==> src/rtl/dram_bridge_mc_if.sv <==
// AXI4-Lite master bundle between the multi-channel DRAM bridge and the DRAM model.
interface dram_bridge_mc_if #(
  parameter int DATA_W = 64,
  parameter int ADDR_W = 17
);
  logic              AR_VALID;
  logic [ADDR_W-1:0] AR_ADDR;
  logic              AR_READY;
  logic              R_VALID;
  logic [DATA_W-1:0] R_DATA;
  logic [1:0]        R_RESP;
  logic              R_READY;
  logic              AW_VALID;
  logic [ADDR_W-1:0] AW_ADDR;
  logic              AW_READY;
  logic              W_VALID;
  logic [DATA_W-1:0] W_DATA;
  logic              W_READY;
  logic              B_VALID;
  logic [1:0]        B_RESP;
  logic              B_READY;

  modport master (
    output AR_VALID, AR_ADDR, input AR_READY,
    input  R_VALID, R_DATA, R_RESP, output R_READY,
    output AW_VALID, AW_ADDR, input AW_READY,
    output W_VALID, W_DATA, input W_READY,
    input  B_VALID, B_RESP, output B_READY
  );

  modport slave (
    input  AR_VALID, AR_ADDR, output AR_READY,
    output R_VALID, R_DATA, R_RESP, input R_READY,
    input  AW_VALID, AW_ADDR, output AW_READY,
    input  W_VALID, W_DATA, output W_READY,
    output B_VALID, B_RESP, input B_READY
  );
endinterface

==> src/rtl/dram_bridge_mc.sv <==
// Multi-channel client-to-DRAM bridge: per-channel request capture, round-robin
// arbitration, one outstanding AXI4-Lite transaction, completion/error pulses.
module dram_bridge_mc #(
  parameter int              NUM_CH    = 2,
  parameter int              IDX_W     = 8,
  parameter int              DATA_W    = 64,
  parameter int              ADDR_W    = 17,
  parameter logic [ADDR_W-1:0] BASE_ADDR = 17'h10000,
  parameter int              STRIDE_SH = 3
) (
  input  logic                     clk,
  input  logic                     rst_n,
  input  logic [NUM_CH-1:0]        C_in_valid,
  input  logic [NUM_CH-1:0]        C_r_wb,
  input  logic [NUM_CH*IDX_W-1:0]  C_addr,
  input  logic [NUM_CH*DATA_W-1:0] C_data_w,
  output logic [NUM_CH-1:0]        C_out_valid,
  output logic [NUM_CH-1:0]        C_err,
  output logic [DATA_W-1:0]        C_data_r,
  dram_bridge_mc_if.master         axi
);
  localparam int CH_W = (NUM_CH > 1) ? $clog2(NUM_CH) : 1;

  typedef enum logic [2:0] {IDLE, RD_A, RD_D, WR_AW, WR_B, DONE} state_t;

  state_t              state_q, state_d;
  logic [CH_W-1:0]     grant_q, grant_d;
  logic [CH_W-1:0]     rr_q, rr_d;
  logic [NUM_CH-1:0]   pend_q, pend_d;
  logic                ar_valid_q, ar_valid_d;
  logic                r_ready_q, r_ready_d;
  logic                aw_valid_q, aw_valid_d;
  logic                w_valid_q, w_valid_d;
  logic                b_ready_q, b_ready_d;
  logic [ADDR_W-1:0]   addr_q, addr_d;
  logic [DATA_W-1:0]   wdata_q, wdata_d;
  logic [DATA_W-1:0]   data_r_q, data_r_d;
  logic                err_q, err_d;

  logic [NUM_CH-1:0]   cap, cand, done_clr;
  logic [IDX_W-1:0]    c_idx [NUM_CH];
  logic [DATA_W-1:0]   c_data [NUM_CH];
  logic                slot_rwb_q [NUM_CH];
  logic [IDX_W-1:0]    slot_idx_q [NUM_CH];
  logic [DATA_W-1:0]   slot_data_q [NUM_CH];

  logic [CH_W:0]       pick;
  logic [CH_W-1:0]     win;
  logic                win_rwb;
  logic [IDX_W-1:0]    win_idx;
  logic [DATA_W-1:0]   win_data;

  function automatic logic [ADDR_W-1:0] map_addr(input logic [IDX_W-1:0] idx);
    logic [ADDR_W-1:0] off;
    off = ADDR_W'(idx);
    off = off << STRIDE_SH;
    return BASE_ADDR + off;
  endfunction

  // Search starts at the channel after the last grant and wraps once.
  function automatic logic [CH_W:0] rr_pick(input logic [NUM_CH-1:0] c,
                                            input logic [CH_W-1:0]   last);
    logic [NUM_CH-1:0] sh;
    int                k;
    rr_pick = '0;
    for (int i = 1; i <= NUM_CH; i++) begin
      k = int'(last) + i;
      if (k >= NUM_CH) k = k - NUM_CH;
      sh = c >> k;
      if (!rr_pick[CH_W] && sh[0]) rr_pick = {1'b1, CH_W'(k)};
    end
  endfunction

  genvar g;
  for (g = 0; g < NUM_CH; g++) begin : g_ch
    assign c_idx[g]       = C_addr[g*IDX_W +: IDX_W];
    assign c_data[g]      = C_data_w[g*DATA_W +: DATA_W];
    assign done_clr[g]    = (state_q == DONE) && (grant_q == CH_W'(g));
    // A completing channel may accept its next request in the same cycle.
    assign cap[g]         = C_in_valid[g] & (~pend_q[g] | done_clr[g]);
    assign C_out_valid[g] = done_clr[g];
    assign C_err[g]       = done_clr[g] & err_q;

    always_ff @(posedge clk) begin
      if (cap[g]) begin
        slot_rwb_q[g]  <= C_r_wb[g];
        slot_idx_q[g]  <= c_idx[g];
        slot_data_q[g] <= c_data[g];
      end
    end
  end

  assign cand     = pend_q | C_in_valid;
  assign pick     = rr_pick(cand, rr_q);
  assign win      = pick[CH_W-1:0];
  assign win_rwb  = pend_q[win] ? slot_rwb_q[win]  : C_r_wb[win];
  assign win_idx  = pend_q[win] ? slot_idx_q[win]  : c_idx[win];
  assign win_data = pend_q[win] ? slot_data_q[win] : c_data[win];
  assign pend_d   = (pend_q & ~done_clr) | cap;

  always_comb begin
    state_d    = state_q;
    grant_d    = grant_q;
    rr_d       = rr_q;
    ar_valid_d = ar_valid_q;
    r_ready_d  = r_ready_q;
    aw_valid_d = aw_valid_q;
    w_valid_d  = w_valid_q;
    b_ready_d  = b_ready_q;
    addr_d     = addr_q;
    wdata_d    = wdata_q;
    data_r_d   = data_r_q;
    err_d      = err_q;
    unique case (state_q)
      IDLE: begin
        if (pick[CH_W]) begin
          grant_d = win;
          addr_d  = map_addr(win_idx);
          if (win_rwb) begin
            ar_valid_d = 1'b1;
            state_d    = RD_A;
          end else begin
            aw_valid_d = 1'b1;
            w_valid_d  = 1'b1;
            wdata_d    = win_data;
            state_d    = WR_AW;
          end
        end
      end
      RD_A: begin
        if (axi.AR_READY) begin
          ar_valid_d = 1'b0;
          r_ready_d  = 1'b1;
          state_d    = RD_D;
        end
      end
      RD_D: begin
        if (axi.R_VALID) begin
          data_r_d  = axi.R_DATA;
          err_d     = (axi.R_RESP != 2'b00);
          r_ready_d = 1'b0;
          state_d   = DONE;
        end
      end
      WR_AW: begin
        // Address and data channels complete independently, in either order.
        aw_valid_d = aw_valid_q & ~axi.AW_READY;
        w_valid_d  = w_valid_q & ~axi.W_READY;
        if (!aw_valid_d && !w_valid_d) begin
          b_ready_d = 1'b1;
          state_d   = WR_B;
        end
      end
      WR_B: begin
        if (axi.B_VALID) begin
          err_d     = (axi.B_RESP != 2'b00);
          data_r_d  = '0;
          b_ready_d = 1'b0;
          state_d   = DONE;
        end
      end
      DONE: begin
        rr_d    = grant_q;
        state_d = IDLE;
      end
      default: state_d = IDLE;
    endcase
  end

  always_ff @(posedge clk or negedge rst_n) begin
    if (!rst_n) begin
      state_q    <= IDLE;
      grant_q    <= '0;
      rr_q       <= '0;
      pend_q     <= '0;
      ar_valid_q <= 1'b0;
      r_ready_q  <= 1'b0;
      aw_valid_q <= 1'b0;
      w_valid_q  <= 1'b0;
      b_ready_q  <= 1'b0;
      addr_q     <= '0;
      wdata_q    <= '0;
      data_r_q   <= '0;
      err_q      <= 1'b0;
    end else begin
      state_q    <= state_d;
      grant_q    <= grant_d;
      rr_q       <= rr_d;
      pend_q     <= pend_d;
      ar_valid_q <= ar_valid_d;
      r_ready_q  <= r_ready_d;
      aw_valid_q <= aw_valid_d;
      w_valid_q  <= w_valid_d;
      b_ready_q  <= b_ready_d;
      addr_q     <= addr_d;
      wdata_q    <= wdata_d;
      data_r_q   <= data_r_d;
      err_q      <= err_d;
    end
  end

  assign axi.AR_VALID = ar_valid_q;
  assign axi.AR_ADDR  = addr_q;
  assign axi.R_READY  = r_ready_q;
  assign axi.AW_VALID = aw_valid_q;
  assign axi.AW_ADDR  = addr_q;
  assign axi.W_VALID  = w_valid_q;
  assign axi.W_DATA   = wdata_q;
  assign axi.B_READY  = b_ready_q;
  assign C_data_r     = data_r_q;
endmodule

==> src/flat_wrapper.sv <==
// flat-port wrapper written by rule: the top's interface ports become plain ports
module dram_bridge_mc_flat 
#(
  parameter int              NUM_CH    = 2,
  parameter int              IDX_W     = 8,
  parameter int              DATA_W    = 64,
  parameter int              ADDR_W    = 17,
  parameter logic [ADDR_W-1:0] BASE_ADDR = 17'h10000,
  parameter int              STRIDE_SH = 3
)
  (clk, rst_n, C_in_valid, C_r_wb, C_addr, C_data_w, C_out_valid, C_err, C_data_r, axi_AR_VALID, axi_AR_ADDR, axi_AR_READY, axi_R_VALID, axi_R_DATA, axi_R_RESP, axi_R_READY, axi_AW_VALID, axi_AW_ADDR, axi_AW_READY, axi_W_VALID, axi_W_DATA, axi_W_READY, axi_B_VALID, axi_B_RESP, axi_B_READY);
  dram_bridge_mc_if #(.DATA_W(DATA_W), .ADDR_W(ADDR_W)) axi_i ();
  input  logic clk;
  input  logic rst_n;
  input  logic [NUM_CH-1:0] C_in_valid;
  input  logic [NUM_CH-1:0] C_r_wb;
  input  logic [NUM_CH*IDX_W-1:0] C_addr;
  input  logic [NUM_CH*DATA_W-1:0] C_data_w;
  output logic [NUM_CH-1:0] C_out_valid;
  output logic [NUM_CH-1:0] C_err;
  output logic [DATA_W-1:0] C_data_r;
  output wire logic [$bits(axi_i.AR_VALID)-1:0] axi_AR_VALID;
  output wire logic [$bits(axi_i.AR_ADDR)-1:0] axi_AR_ADDR;
  input wire logic [$bits(axi_i.AR_READY)-1:0] axi_AR_READY;
  input wire logic [$bits(axi_i.R_VALID)-1:0] axi_R_VALID;
  input wire logic [$bits(axi_i.R_DATA)-1:0] axi_R_DATA;
  input wire logic [$bits(axi_i.R_RESP)-1:0] axi_R_RESP;
  output wire logic [$bits(axi_i.R_READY)-1:0] axi_R_READY;
  output wire logic [$bits(axi_i.AW_VALID)-1:0] axi_AW_VALID;
  output wire logic [$bits(axi_i.AW_ADDR)-1:0] axi_AW_ADDR;
  input wire logic [$bits(axi_i.AW_READY)-1:0] axi_AW_READY;
  output wire logic [$bits(axi_i.W_VALID)-1:0] axi_W_VALID;
  output wire logic [$bits(axi_i.W_DATA)-1:0] axi_W_DATA;
  input wire logic [$bits(axi_i.W_READY)-1:0] axi_W_READY;
  input wire logic [$bits(axi_i.B_VALID)-1:0] axi_B_VALID;
  input wire logic [$bits(axi_i.B_RESP)-1:0] axi_B_RESP;
  output wire logic [$bits(axi_i.B_READY)-1:0] axi_B_READY;
  assign axi_AR_VALID = axi_i.AR_VALID;
  assign axi_AR_ADDR = axi_i.AR_ADDR;
  assign axi_i.AR_READY = axi_AR_READY;
  assign axi_i.R_VALID = axi_R_VALID;
  assign axi_i.R_DATA = axi_R_DATA;
  assign axi_i.R_RESP = axi_R_RESP;
  assign axi_R_READY = axi_i.R_READY;
  assign axi_AW_VALID = axi_i.AW_VALID;
  assign axi_AW_ADDR = axi_i.AW_ADDR;
  assign axi_i.AW_READY = axi_AW_READY;
  assign axi_W_VALID = axi_i.W_VALID;
  assign axi_W_DATA = axi_i.W_DATA;
  assign axi_i.W_READY = axi_W_READY;
  assign axi_i.B_VALID = axi_B_VALID;
  assign axi_i.B_RESP = axi_B_RESP;
  assign axi_B_READY = axi_i.B_READY;
  dram_bridge_mc #(.NUM_CH(NUM_CH), .IDX_W(IDX_W), .DATA_W(DATA_W), .ADDR_W(ADDR_W), .BASE_ADDR(BASE_ADDR), .STRIDE_SH(STRIDE_SH)) u_core (.clk(clk), .rst_n(rst_n), .C_in_valid(C_in_valid), .C_r_wb(C_r_wb), .C_addr(C_addr), .C_data_w(C_data_w), .C_out_valid(C_out_valid), .C_err(C_err), .C_data_r(C_data_r), .axi(axi_i));
endmodule
==> config.mk <==
export PLATFORM = sky130hd
export DESIGN_NAME = dram_bridge_mc_flat
export DESIGN_NICKNAME = d
export VERILOG_FILES = /design/src/rtl/dram_bridge_mc_if.sv /design/src/rtl/dram_bridge_mc.sv /design/src/flat_wrapper.sv
export SDC_FILE = /design/constraint.sdc
export NUM_CORES = 1
export LEC_CHECK = 0
export CORE_MARGIN = 3
export CORE_UTILIZATION = 47
export CTS_CLUSTER_SIZE = 40
export DETAILED_ROUTE_END_ITERATION = 8
export PLACE_DENSITY = 0.87
export SLEW_MARGIN = 20
export SYNTH_ARGS = -nofsm -noshare
export SYNTH_HDL_FRONTEND = slang
export SYNTH_SLANG_ARGS = --single-unit
export TNS_END_PERCENT = 5
==> constraint.sdc <==
create_clock -name clk -period 4.7 [get_ports clk]
set_clock_uncertainty 0.2 [all_clocks]
set_input_delay 0.47 -clock clk [delete_from_list [all_inputs] [get_ports clk]]
set_output_delay 0.47 -clock clk [all_outputs]
set_load 0.02 [all_outputs]
==> results of run 1 <==
[report_power, final]
part	total, µW	leakage, µW	internal, µW	switching [µW]
logic	4530	0.00331	2180	2340
registers	3950	0.00313	3510	435
clock network	2330	0.000479	1370	955
total	10800	0.00693	7070	3730
[worst max-delay path by stage]
stage	from	endpoint	slack [ps]	depth (start not counted)
after global placement	C_in_valid[1]	u_core.axi.W_DATA[7]	1560	7
after floorplan	u_core.state_q[2]	u_core.slot_data_q[0][0]	1230	5
after CTS	u_core.state_q[2]	C_err[0]	1520	5
after detailed placement	C_in_valid[0]	u_core.axi.W_DATA[3]	1480	7
final	u_core.state_q[2]	C_err[0]	1540	5
after global routing	u_core.state_q[2]	C_err[0]	1400	5
[layer usage]
layer | wire length, µm | part of all wire | vias to the layer above | track usage
met5 | 0 | 0 | - | 0
met4 | 953 | 0.028 | 0 | 0.06333
met3 | 2976 | 0.087 | 56 | 0.07171
met2 | 17070 | 0.50 | 319 | 0.3876
met1 | 13130 | 0.38 | 4305 | 0.2718
li1 | - | - | 4034 | -
[per-stage QoR]
| stage | instance area (µm²) | hold WS [ps] | std cells | power (µW) | utilization |
|---|---|---|---|---|---|
| after floorplan | 12910 | -25.59 | 952 | 6512 | - |
| after global placement | 16790 | 259.7 | 1591 | 8369 | 0.6336 |
| after detailed placement | 16790 | 271.7 | 1591 | 8513 | 0.6336 |
| after CTS | 17770 | 243.3 | 1647 | 10890 | 0.6706 |
| after global routing | 17800 | 257.9 | 1650 | 11370 | 0.6715 |
| final | 17800 | 271.7 | 1650 | 10800 | 0.6715 |
[cell families (layout without fill, tap and decap cells)]
group | Yosys count | after routing | share of synthesized area
DFF | 296 | 296 | 0.6330
muxes | 290 | 290 | 0.2330
AOI/OAI and AO/OA | 93 | 93 | 0.04039
buffers and inverters | 85 | 446 | 0.03815
and+or+nand+nor | 172 | 172 | 0.05518
other | 1 | 18 | 0.0002917
[flip-flops by register name, indices dropped and copies added, names as in the netlist, 2 cells and up]
register and count:
u_core.slot_data_q 128, u_core.pend_q 2, u_core.axi.AR_ADDR 9, u_core.axi.W_DATA 64, u_core.slot_rwb_q 2, u_core.state_q 3, u_core.slot_idx_q 16, u_core.C_data_r 64
[final cells by class]
class / instances / share of cell area
Sequential cell: 296 / 0.4573
Multi-Input combinational cell: 571 / 0.2434
Timing Repair Buffer: 388 / 0.2204
Clock buffer: 49 / 0.05133
Tap cell: 335 / 0.02355
Clock inverter: 6 / 0.003094
Inverter: 3 / 0.0006328
Antenna cell: 2 / 0.0002812
[tightest hold or removal path, delay by kind of cell]
family                 cells  cell delay (ps)
buffers and inverters      1              390
AO/OA/AOI/OAI              1               60
AND/OR/NAND/NOR            1               50
[timing repair]
action                    in CTS  in global routing
hold buffers                   1                  0
gates resized for setup        0                  0
hold endpoints to repair      75                  0
[Yosys cell counts, drive strengths merged (3+ instances only)]
master,count,area [µm²]
a21o,4,30.03
a21oi,3,15.01
and2,5,31.28
buf,56,381.6
clkbuf,26,97.59
dfrtp,150,3754
edfxtp,146,4384
inv,3,11.26
mux2,74,833.3
mux2i,216,2162
nand2,140,525.5
nand2b,3,18.77
nor2,9,36.29
nor2b,4,25.02
o21ai,71,355.3
==> out/metrics.cfg, run 1 <==
[status]
status = complete, no violations

[grt]
grt_overflow = 0
grt_max_degree = 131
grt_pass1_vias = 9462
grt_use_total = 0.2242
antenna_found_initial = 2
grt_pass1_wl_mm = 51.79

[critical_path]
cp_slowest_stage_delay_ps = 600
ff2ff_path_depth = 5
critPathKind = flip-flop to primary output
timing.rr.start = u_core.state_q[2]
reg2reg_slack_ps = 1650
critical-path-top-delay-family = simple AND/OR/NAND/NOR gates
crit_slowest_cell = clkdlybuf4s50_1
crit_chain = nor2b_1 -> nand2_1 -> nor2_1 -> and2_1 -> clkdlybuf4s50_1
worstSetupStartpointType = flip-flop
endpoint_kind = primary output
critPathMaxFanout = 9
path_buf_inv = 1
required_ps = 4030
r2r_end = u_core.slot_data_q[0][0]
arrival_ps = 2490

[placement]
globalplace.congestion = 0.7730
dp_slack_ps = 1477
io_buffers = 377
dpl.hpwl_mm = 22.88

[routing]
routed_wl_mm = 34.13
drtPass1Iterations = 5
first_iter_violations = 532
vias = 8714
routed_via_density = 5.281
wl_per_cell_um = 20.68
drcViolationCount = 0
postRouteAntennaNets = 0

[timing]
setup_tns_ps = 0
setup_viol = 0
setup_ws_ps = 1541
clock.fmax_ghz = 0.3166
final-max-slew-violation-count = 0
final.min_clock_period_ps = 3159
timing.final.crit_share = 0.6721
worstMarginPinSlew_ps = 1100
rsz0062_at_grt = false
hold_violations = 0
worst_slew_margin_rel = 0.2668

[hold_path]
worstHoldEndpoint = u_core.C_data_r[1]
min_from = axi_R_DATA[1]
hp-class = primary input to flip-flop
hold_depth = 3

[floorplan]
pin_count = 394
fp.dieH_um = 171.4
die-area_um2 = 29370
core.rowCount = 59
die_x_um = 171.4
core_area_um2 = 26500
start_util = 0.4851

[cells_and_area]
area_growth_syn_to_layout_pct = 38.42
fin_nets = 1513
fillers = 1795
final-seq-area_um2 = 8138
mostFrequentLayoutCells = clkdlybuf4s50_1 (376), mux2i_1 (216), dfrtp_1 (150), edfxtp_1 (146), nand2_1 (140)
drive_gt1_frac = 0.09368
multiInputGateArea_um2 = 4332
layout_commonest_cell = clkdlybuf4s50_1

[synthesis]
synthCells = 937
synth_edf_count = 146
syn_avg_cell_area_um2 = 13.72
ys.flop_type = dfrtp_1
ys_seq_elements = 296
syn-cell-area_um2 = 12860
seq_area_frac_synth = 0.6330
ys_async_sr_fraction = 0.5068
synth_cell_types = 40
yosysWarnings = 0

[power_and_ir_drop]
power_density_nw_per_um2 = 606.9
power.leakage_uw = 0.006925
vdd_drop_max_mv = 0.4514

[cts]
clock-sinks = 296
cts_tree = built
clkSlewWorstSetupHoldPaths_ps = 60
htree_num_levels = 1
cts_buffer_depth = 3
clockRootBuffer = clkbuf_16
clkLatencyLatePin_ps = 550
post-cts-setup-buffers = 0
numCtsBuffers = 30

[run]
maxCapViolations = 0

No activity file was read; power rests on OpenSTA's default activity.
==> run 2, diff against run 1 <==
Settings changed: CORE_UTILIZATION 47 to 43, PLACE_DENSITY 0.87 to 0.84.
Clock period 4.7 ns to 2.6 ns, I/O delays scaled along.
==> run 2 against run 1 <==
Net effect:
- cell area is 2.8% higher
- sequential share of layout area is 1.3 points lower
- setup slack lost 1400 ps
- cell count grew 4.7%
- hold slack worse by 230 ps
- power is 87% higher
- register-to-register slack got worse by 1500 ps
- first-iteration DRC count is 2.1% lower
- routed wire length increased by 2.7%
- global-route usage shrank 1.3 points
- critical path depth increased by 3
- die area is 9.0% higher
- critical path type is now flip-flop to flip-flop
- critical endpoint is now u_core.axi.W_DATA[15]
==> out/metrics.cfg, run 2 (synthesis gave the netlist of run 1 again) <==
[floorplan]
pin_count = 394
core_area_um2 = 29090
start_util = 0.4419
fp.dieH_um = 178.9
die_x_um = 178.9
die-area_um2 = 32010
core.rowCount = 62

[cts]
cts_buffer_depth = 3
clock-sinks = 296
clkLatencyLatePin_ps = 490
clockRootBuffer = clkbuf_16
htree_num_levels = 2
clkSlewWorstSetupHoldPaths_ps = 60
cts_tree = built
numCtsBuffers = 34

[hold_path]
hp-class = primary input to asynchronous set/reset pin

[cells_and_area]
regMostFlops = u_core.slot_data_q
fin_nets = 1540
layout_commonest_cell = clkdlybuf4s50_1
drive_gt1_frac = 0.1155
stdcell_area_um2 = 18300
largest_reg_flops = 128
area_growth_syn_to_layout_pct = 42.32
fillers = 2185
mostFrequentLayoutCells = clkdlybuf4s50_1 (373), mux2i_1 (216), dfrtp_1 (150), edfxtp_1 (146), nand2_1 (140)

[grt]
grt_overflow = 0
grt_pass1_vias = 9353
grt_max_degree = 72
antenna_found_initial = 2
grt_use_total = 0.2110
grt_pass1_wl_mm = 52.43

[critical_path]
reg2reg_slack_ps = 100
critPathMaxFanout = 40
endpoint_kind = flip-flop
ff2ff_path_depth = 8
timing.rr.start = u_core.pend_q[1]
r2r_end = u_core.axi.W_DATA[15]
critPathLaunch = u_core.pend_q[1]
arrival_ps = 2680
worstSetupStartpointType = flip-flop
required_ps = 2780
critPathKind = flip-flop to flip-flop

[routing]
vias = 8772
postRouteAntennaNets = 0
first_iter_violations = 521
routed_wl_mm = 35.06
wl_per_cell_um = 20.29
drcViolationCount = 0
drtPass1Iterations = 5
routed_via_density = 5.076

[run]
maxCapViolations = 0

[placement]
io_buffers = 377
dpl.hpwl_mm = 24.12
globalplace.congestion = 0.7794
dp_slack_ps = -197.7
placed_area_um2 = 17220

[status]
status = complete, no violations

[timing]
worstMarginPinSlew_ps = 529.4
timing.final.crit_share = 0.9599
final-max-slew-violation-count = 0
hold_violations = 0
clock.fmax_ghz = 0.4007
setup_ws_ps = 104.4
final.min_clock_period_ps = 2496
worst_slew_margin_rel = 0.6438
setup_viol = 0

[power_and_ir_drop]
power_density_nw_per_um2 = 1103
vdd_drop_max_mv = 0.8567
power.leakage_uw = 0.007158

==> run 2: cell count changes in the layout (fill, tap and decap cells not counted), moves of 2 or more <==
cell	before	now
buf_12	5	19
clkinv_2	5	7
clkbuf_16	31	36
clkdlybuf4s50_1	376	373
dlygate4sd2_1	0	2
clkinvlp_4	0	2
buf_4	5	14
clkbuf_8	7	3
==> run 2: how the worst max path moves through the flow <==
stage	slack, ps	depth (start not counted)	to
2_1_floorplan	7	5	u_core.slot_data_q[1][0]
3_3_place_gp	-140	7	u_core.axi.W_DATA[6]
3_5_place_dp	-200	7	u_core.axi.W_DATA[2]
4_1_cts	40	4	C_out_valid[0]
5_1_grt	-0.5	8	u_core.axi.W_DATA[15]
6_report	100	8	u_core.axi.W_DATA[15]
==> run 2: timing repair <==
item                       CTS  global route
hold endpoints to repair   150             0
gates cloned                 0             0
gates resized for setup      4             2
setup endpoints to repair    4             3
hold buffers                 1             0
setup buffers                0             0
==> run 2: critical path, cell delays in order, from the launching register on <==
cell       delay, ps
dfrtp_1          430
a21boi_2         200
o2bb2ai_4        150
buf_4            150
buf_12           270
buf_12           240
mux2i_1          280
mux2i_1          130
mux2_2           280
==> run 2: layout make-up <==
cell class	count	area (µm²)	area share
Multi-Input combinational cell	571	4340	0.2372
Clock buffer	49	979.7	0.05355
Sequential cell	296	8138	0.4448
Tap cell	384	480.5	0.02626
Clock inverter	12	71.32	0.003898
Timing Repair Buffer	411	4270	0.2334
Antenna cell	2	5.005	0.0002735
Inverter	3	11.26	0.0006155
==> run 2: metrics by stage <==
stage	utilization	hold WS, ps	cells	power, µW	setup TNS, ps
floorplan	-	-235.6	952	11760	0
global placement	0.5920	-5.493	1664	15520	-8243
detailed placement	0.5920	-4.238	1664	15760	-11110
CTS	0.6286	36.58	1726	20370	0
global route	0.6289	58.87	1727	21190	-0.5183
finish	0.6289	41.88	1728	20190	0
==> run 2: where the power goes <==
part | internal [µW] | switching [µW]
logic | 4230 | 4380
clock network | 2630 | 1860
registers | 6350 | 737
total | 13200 | 6980
==> run 2: routing by layer <==
layer	vias up	global-route usage	part of all wire
li1	4097	-	-
met1	4280	0.2589	0.40
met4	0	0.05747	0.020
met2	339	0.3579	0.49
met5	-	0	0
met3	56	0.06989	0.090
